<file path="src/rtl/mvm_host_pkg.sv">
// Shared types and default sizing for the mvm engine host driver.
package mvm_host_pkg;

  localparam int K_DEF       = 16;
  localparam int B_DEF       = 8;
  localparam int TIMEOUT_DEF = 1024;

  localparam int LOG_BUF_DEF = $clog2(K_DEF * K_DEF);
  localparam int LOG_K_DEF   = $clog2(K_DEF) + 1;
  localparam int Y_W_DEF     = 2 * B_DEF;

  typedef enum logic [3:0] {
    FILL_A,
    LOAD_A,
    SEND_A,
    FILL_X,
    LOAD_X,
    SEND_X,
    START,
    WAIT_DONE,
    CAPTURE,
    DRAIN
  } mvm_host_state_t;

endpackage

</file>
<file path="src/rtl/mvm_host_if.sv">
// Host-side job input stream and result output stream of the mvm driver.
interface mvm_host_if #(
  parameter int B = 8
);
  logic                  in_valid;
  logic                  in_ready;
  logic signed [B-1:0]   in_data;
  logic                  out_valid;
  logic                  out_ready;
  logic signed [2*B-1:0] out_data;
  logic                  out_last;

  modport master (
    output in_valid, in_data, out_ready,
    input  in_ready, out_valid, out_data, out_last
  );

  modport slave (
    input  in_valid, in_data, out_ready,
    output in_ready, out_valid, out_data, out_last
  );
endinterface

</file>
<file path="src/rtl/mvm_host_buf.sv">
// Single-port staging RAM with write enable and registered read.
module mvm_host_buf #(
  parameter int B     = 8,
  parameter int DEPTH = 256,
  parameter int AW    = 8
) (
  input  logic                clk,
  input  logic                we,
  input  logic [AW-1:0]       addr,
  input  logic signed [B-1:0] wdata,
  output logic signed [B-1:0] rdata
);

  logic signed [B-1:0] mem [DEPTH];

  always_ff @(posedge clk) begin
    if (we) mem[addr] <= wdata;
    rdata <= mem[addr];
  end

endmodule

</file>
<file path="src/rtl/mvm_host_driver.sv">
// Host sequencer for the mvm engine: stages a job, replays it as load bursts,
// starts the engine and streams the captured results out.
module mvm_host_driver
  import mvm_host_pkg::*;
#(
  parameter int K       = K_DEF,
  parameter int B       = B_DEF,
  parameter int TIMEOUT = TIMEOUT_DEF,
  parameter int LOG_BUF = $clog2(K * K),
  parameter int LOG_K   = $clog2(K) + 1
) (
  input  logic                  clk,
  input  logic                  reset,
  mvm_host_if.slave             host,
  output logic                  err,
  output logic                  mvm_load_matrix,
  output logic                  mvm_load_vector,
  output logic                  mvm_start,
  output logic signed [B-1:0]   mvm_data,
  input  logic                  mvm_done,
  input  logic signed [2*B-1:0] mvm_y
);

  localparam int WD_W  = $clog2(TIMEOUT) + 1;
  localparam int IDX_W = (K > 1) ? $clog2(K) : 1;

  localparam logic [LOG_BUF-1:0] LAST_A  = LOG_BUF'(K * K - 1);
  localparam logic [LOG_BUF-1:0] LAST_X  = LOG_BUF'(K - 1);
  localparam logic [LOG_K-1:0]   LAST_Y  = LOG_K'(K - 1);
  localparam logic [WD_W-1:0]    LAST_WD = WD_W'(TIMEOUT - 1);

  mvm_host_state_t state, state_nx;
  logic                  active;
  logic [LOG_BUF-1:0]    n, n_nx;
  logic [LOG_K-1:0]      m, m_nx;
  logic [WD_W-1:0]       wd, wd_nx;
  logic                  err_nx;
  logic                  in_fire;
  logic                  buf_we;
  logic                  cap_en;
  logic [LOG_BUF-1:0]    buf_addr;
  logic signed [B-1:0]   buf_rdata;
  logic [IDX_W-1:0]      m_idx;
  logic signed [2*B-1:0] r [K];

  assign m_idx = m[IDX_W-1:0];

  // active holds in_ready low for the first cycle after reset releases
  assign host.in_ready   = active && (state == FILL_A || state == FILL_X);
  assign host.out_valid  = (state == DRAIN);
  assign host.out_data   = (state == DRAIN) ? r[m_idx] : '0;
  assign host.out_last   = (state == DRAIN) && (m == LAST_Y);
  assign mvm_load_matrix = (state == LOAD_A);
  assign mvm_load_vector = (state == LOAD_X);
  assign mvm_start       = (state == START);
  assign mvm_data        = (state == SEND_A || state == SEND_X) ? buf_rdata : '0;
  assign in_fire         = host.in_valid && host.in_ready;

  always_comb begin
    state_nx = state;
    n_nx     = n;
    m_nx     = m;
    wd_nx    = wd;
    err_nx   = err;
    buf_we   = 1'b0;
    buf_addr = n;
    cap_en   = 1'b0;
    unique case (state)
      FILL_A: begin
        if (in_fire) begin
          buf_we = 1'b1;
          if (n == LAST_A) begin
            n_nx     = '0;
            state_nx = LOAD_A;
          end else begin
            n_nx = n + 1'b1;
          end
        end
      end
      LOAD_A: begin
        buf_addr = '0;
        state_nx = SEND_A;
      end
      // read address runs one ahead of mvm_data to keep the burst gapless
      SEND_A: begin
        buf_addr = n + 1'b1;
        if (n == LAST_A) begin
          n_nx     = '0;
          state_nx = FILL_X;
        end else begin
          n_nx = n + 1'b1;
        end
      end
      FILL_X: begin
        if (in_fire) begin
          buf_we = 1'b1;
          if (n == LAST_X) begin
            n_nx     = '0;
            state_nx = LOAD_X;
          end else begin
            n_nx = n + 1'b1;
          end
        end
      end
      LOAD_X: begin
        buf_addr = '0;
        state_nx = SEND_X;
      end
      SEND_X: begin
        buf_addr = n + 1'b1;
        if (n == LAST_X) begin
          n_nx     = '0;
          state_nx = START;
        end else begin
          n_nx = n + 1'b1;
        end
      end
      START: begin
        wd_nx    = '0;
        state_nx = WAIT_DONE;
      end
      // done is checked first so it wins on the expiry cycle
      WAIT_DONE: begin
        if (mvm_done) begin
          m_nx     = '0;
          state_nx = CAPTURE;
        end else if (wd == LAST_WD) begin
          err_nx   = 1'b1;
          state_nx = FILL_A;
        end else begin
          wd_nx = wd + 1'b1;
        end
      end
      CAPTURE: begin
        cap_en = 1'b1;
        if (m == LAST_Y) begin
          m_nx     = '0;
          state_nx = DRAIN;
        end else begin
          m_nx = m + 1'b1;
        end
      end
      DRAIN: begin
        if (host.out_ready) begin
          if (m == LAST_Y) begin
            m_nx     = '0;
            state_nx = FILL_A;
          end else begin
            m_nx = m + 1'b1;
          end
        end
      end
      default: state_nx = FILL_A;
    endcase
  end

  always_ff @(posedge clk) begin
    if (reset) begin
      state  <= FILL_A;
      active <= 1'b0;
      n      <= '0;
      m      <= '0;
      wd     <= '0;
      err    <= 1'b0;
    end else begin
      state  <= state_nx;
      active <= 1'b1;
      n      <= n_nx;
      m      <= m_nx;
      wd     <= wd_nx;
      err    <= err_nx;
    end
  end

  always_ff @(posedge clk) begin
    if (cap_en) r[m_idx] <= mvm_y;
  end

  mvm_host_buf #(
    .B    (B),
    .DEPTH(K * K),
    .AW   (LOG_BUF)
  ) u_buf (
    .clk  (clk),
    .we   (buf_we),
    .addr (buf_addr),
    .wdata(host.in_data),
    .rdata(buf_rdata)
  );

endmodule

</file>
<file path="src/flat_wrapper.sv">
// flat-port wrapper written by rule: the top's interface ports become plain ports
module mvm_host_driver_flat import mvm_host_pkg::*;
#(
  parameter int K       = K_DEF,
  parameter int B       = B_DEF,
  parameter int TIMEOUT = TIMEOUT_DEF,
  parameter int LOG_BUF = $clog2(K * K),
  parameter int LOG_K   = $clog2(K) + 1
)
  (clk, reset, err, mvm_load_matrix, mvm_load_vector, mvm_start, mvm_data, mvm_done, mvm_y, host_in_valid, host_in_data, host_out_ready, host_in_ready, host_out_valid, host_out_data, host_out_last);
  mvm_host_if #(.B(B)) host_i ();
  input  logic clk;
  input  logic reset;
  output logic err;
  output logic mvm_load_matrix;
  output logic mvm_load_vector;
  output logic mvm_start;
  output logic signed [B-1:0] mvm_data;
  input  logic mvm_done;
  input  logic signed [2*B-1:0] mvm_y;
  input wire logic [$bits(host_i.in_valid)-1:0] host_in_valid;
  input wire logic [$bits(host_i.in_data)-1:0] host_in_data;
  input wire logic [$bits(host_i.out_ready)-1:0] host_out_ready;
  output wire logic [$bits(host_i.in_ready)-1:0] host_in_ready;
  output wire logic [$bits(host_i.out_valid)-1:0] host_out_valid;
  output wire logic [$bits(host_i.out_data)-1:0] host_out_data;
  output wire logic [$bits(host_i.out_last)-1:0] host_out_last;
  assign host_i.in_valid = host_in_valid;
  assign host_i.in_data = host_in_data;
  assign host_i.out_ready = host_out_ready;
  assign host_in_ready = host_i.in_ready;
  assign host_out_valid = host_i.out_valid;
  assign host_out_data = host_i.out_data;
  assign host_out_last = host_i.out_last;
  mvm_host_driver #(.K(K), .B(B), .TIMEOUT(TIMEOUT), .LOG_BUF(LOG_BUF), .LOG_K(LOG_K)) u_core (.clk(clk), .reset(reset), .host(host_i), .err(err), .mvm_load_matrix(mvm_load_matrix), .mvm_load_vector(mvm_load_vector), .mvm_start(mvm_start), .mvm_data(mvm_data), .mvm_done(mvm_done), .mvm_y(mvm_y));
endmodule
</file>
<file path="config.mk">
export PLATFORM = sky130hd
export DESIGN_NAME = mvm_host_driver_flat
export DESIGN_NICKNAME = d
export VERILOG_FILES = /design/src/rtl/mvm_host_pkg.sv /design/src/rtl/mvm_host_if.sv /design/src/rtl/mvm_host_buf.sv /design/src/rtl/mvm_host_driver.sv /design/src/flat_wrapper.sv
export SDC_FILE = /design/constraint.sdc
export NUM_CORES = 2
export LEC_CHECK = 0
export ABC_CLOCK_PERIOD_IN_PS = 5050
export BUFFER_PORTS_ARGS = -buffer_cell sky130_fd_sc_hd__buf_4
export CORE_AREA = 4 4 451 364
export DETAILED_ROUTE_END_ITERATION = 8
export DIE_AREA = 0 0 455 368
export GPL_ROUTABILITY_DRIVEN = 0
export PLACE_DENSITY = 0.75
export SLEW_MARGIN = 20
export SYNTH_ARGS = -nofsm -noshare
export SYNTH_HDL_FRONTEND = slang
export SYNTH_SLANG_ARGS = --single-unit
</file>
<file path="constraint.sdc">
create_clock -name clk -period 5.05 [get_ports clk]
set_input_delay 1.01 -clock clk [delete_from_list [all_inputs] [get_ports clk]]
set_output_delay 1.01 -clock clk [all_outputs]
set_load 0.01 [all_outputs]
</file>
==> out/qor.yml <==
pwr:
  pwr-share-seq: 0.537
  combPwrFrac: 0.059
  p_sw_w: 0.00909
  clkPwrFrac: 0.404
  swShare: 0.228
  power-per-cell-area_nw_per_um2: 382
  irDropWorstVdd_v: 0.000334
  internal_power_w: 0.0308
  p_leak_nw: 33.8
logic_synthesis:
  syn_area_per_cell_sq_um: 13.8
  syn_inst: 6822
  synth_top_area_share: 0.737
  synth_area_leader_cell: "edfxtp_1"
  yosys_warnings: 0
  ys_seq_elements: 2346
  synth-edff-count: 2304
  synth_cell_types: 84
  synth_most_common_cell: "edfxtp_1"
  synth_async_sr_flop_share: 0
  yosys-top-cells-area: "edfxtp_1 74%, nand2_1 6.3%, nand3_1 3.1%"
  yosys-top-cells-count: "2,304 x edfxtp_1, 1,584 x nand2_1, 588 x nand3_1"
  synthesis.nets: 6857
  synth_area_sq_um: 93900
  synthFlopType: "edfxtp_1"
  ys_seq_area_frac: 0.746
global_route:
  antenna_found_initial: 12
  met3_usage: 0.103
  track_usage: 0.308
  grt.met1_usage: 0.449
  grt_max_degree: 130
  met2_usage: 0.436
  grt_pass1_wl_um: 383000
  grt.busiest_layer: "met1"
  grt_overflow: 0
  grt_pass1_vias: 57200
die:
  core_sq_um: 159000
  die_w_um: 455
  die-area_sq_um: 167000
  rows: 131
  die_height_um: 368
  pin_count: 60
  initial_core_util: 0.590
final_layout:
  fillerInstances: 10800
  drive_gt1_frac: 0.105
  syn2layout_area_growth_pct: 11.2
  nets: 6906
  instances_no_fill: 9197
  fin_util: 0.656
  final_area_sq_um: 104000
detailed_routing:
  route.detailed.drc: 0
  wl_um: 261000
  vias_per_cell: 6.65
  first_iter_violations: 11000
  vias: 61200
  wl_per_cell_um: 28.4
  antenna_left: 0
  drt_pass1_iterations: 7
worst_setup_path:
  worstPathArrival_ns: 5.56
  critical_path_class: "reg -> reg"
  required_ns: 5.73
  setup.worst_path.start_class: "flop"
  path_max_fanout: 114
  crit_path_end_kind: "flop"
sta:
  period_needed_ns: 4.88
  setup_viol: 0
  fin_tns_setup_ns: 0
  finClkSkew_ns: 0.0543
  timing.slew.headroom: 0.126
  hold_viol_final: 0
  period_share: 0.966
  maxSlewViolCount: 0
  grt_setup_unrepaired: "no"
  fmax_mhz: 205
  fin_ws_ns: 0.172
  worstMarginPinSlew_ns: 1.30
cts:
  tritoncts: "built"
  cts_hold_buf: 0
  cts-resized-gates: 0
  clk_latency_ns: 0.86
  clock_sinks: 2346
  cts_setup_buffers: 0
  path_clk_slew_ns: 0.07
  cts_root_buf: "clkbuf_16"
  numCtsBuffers: 215
  htreeDepth: 4
  cts_buffer_depth: 3
place:
  dp.cells: 8782
  dpl_worst_slack_ns: 0.215
  hpwl_um: 158000
  postPlaceCellArea_sq_um: 97400
  portBuffers: 59
min_path:
  hp-class: "in -> reg"
outcome:
  status: "complete, no violations"
run:
  maxCapViolCount: 0
==> layout make-up <==
| type | instances | area (sq um) | share of cell area |
|---|---|---|---|
| flip-flops and latches | 2346 | 70000 | 0.671 |
| multi-input cells | 4007 | 21900 | 0.210 |
| clock buffers | 249 | 5530 | 0.0530 |
| repair buffers | 290 | 2780 | 0.0266 |
| well taps | 2128 | 2660 | 0.0255 |
| clock inverters | 155 | 1410 | 0.0135 |
| inverters | 11 | 41.3 | 0.000395 |
| diodes | 11 | 27.5 | 0.000264 |
==> worst paths after layout <==
kind / endpoint / cells past startpoint / from / slack [ns]
setup / recovery: u_core.u_buf.rdata[7]$_DFF_P_ / 11 / u_core.state[1]$_SDFFE_PP0P_ / 0.17
hold / removal: u_core.r[8][14]$_DFFE_PP_ / 1 / mvm_y[14] / 0.45
setup reg to reg: u_core.u_buf.rdata[7]$_DFF_P_ / 11 / u_core.state[1]$_SDFFE_PP0P_ / 0.17
hold reg to reg: u_core.err$_SDFFE_PP0P_ / 2 / u_core.err$_SDFFE_PP0P_ / 0.49
==> state kept, by name (all words and copies together) (netlist names), named ones only <==
| name | count |
|---|---|
| u_core.active | 1 |
| u_core.err | 1 |
| u_core.m | 5 |
| u_core.n | 8 |
| u_core.r | 256 |
| u_core.state | 4 |
| u_core.u_buf.mem | 2048 |
| u_core.u_buf.rdata | 8 |
| u_core.wd | 11 |
==> critical path, stage by stage (launching register included) <==
cell	delay [ns]
dfxtp_1	0.46
buf_4	0.34
nor4b_1	0.09
o21ai_0	0.38
and3_4	0.68
buf_12	0.55
mux2i_1	0.15
a22o_1	0.27
a221oi_1	0.27
nand2_1	0.21
o21ai_0	1.04
nand4_1	0.21
==> routing by layer <==
| layer | vias up | wire, um |
|---|---|---|
| met3 | 660 | 39600 |
| met1 | 30100 | 97900 |
| met5 | - | 42 |
| met2 | 4793 | 113000 |
| met4 | 6 | 10700 |
| li1 | 25600 | - |
==> power by group through the flow <==
stage	clock network (W)	registers (W)	logic [W]
floorplan	0	0.0218	0.00122
global placement	0	0.0218	0.00221
detailed placement	0	0.0218	0.00225
CTS	0.0162	0.0214	0.00227
global route	0.0171	0.0214	0.00248
finish	0.0161	0.0214	0.00236
==> cells in the final DEF, fill, tap and decap left out, drive strengths merged, types with 7 or more instances in the layout <==
master and instances:
a2111oi 8, a211oi 15, a21o 9, a21oi 391, a221oi 69, a22o 20, a22oi 141, a311oi 12
a31oi 65, a32oi 35, and2 14, and3 58, buf 282, bufinv 18, clkbuf 257, clkinv 120
dfxtp 42, diode 11, edfxtp 2304, inv 22, mux2i 165, mux4 80, nand2 1584, nand2b 7
nand3 589, nand4 74, nor2 366, nor2b 22, nor3 25, nor4 17, o211ai 21, o21ai 88
o22ai 14, o31a 8, or3 7, xor2 8
==> cells by family (layout without fill, tap and decap cells) <==
group                      after synthesis  count (layout)  share of synthesized area
and+or+nand+nor                       2802            2802                      0.128
DFF                                   2346            2346                      0.746
AOI/OAI and AO/OA                      940             940                     0.0643
buffers and inverters                  469             705                     0.0226
muxes                                  247             247                     0.0370
xor gates and xnor gates                12              12                    0.00112
adders and majority gates                6               6                   0.000800
other                                    0              11                          0
==> through the flow <==
step                total power, W  hold slack, ns
floorplan                   0.0230           0.458
global placement            0.0240           0.467
detailed placement          0.0241           0.474
CTS                         0.0398           0.394
global route                0.0409           0.423
finish                      0.0399           0.446
(Power assumes the default switching activity.)
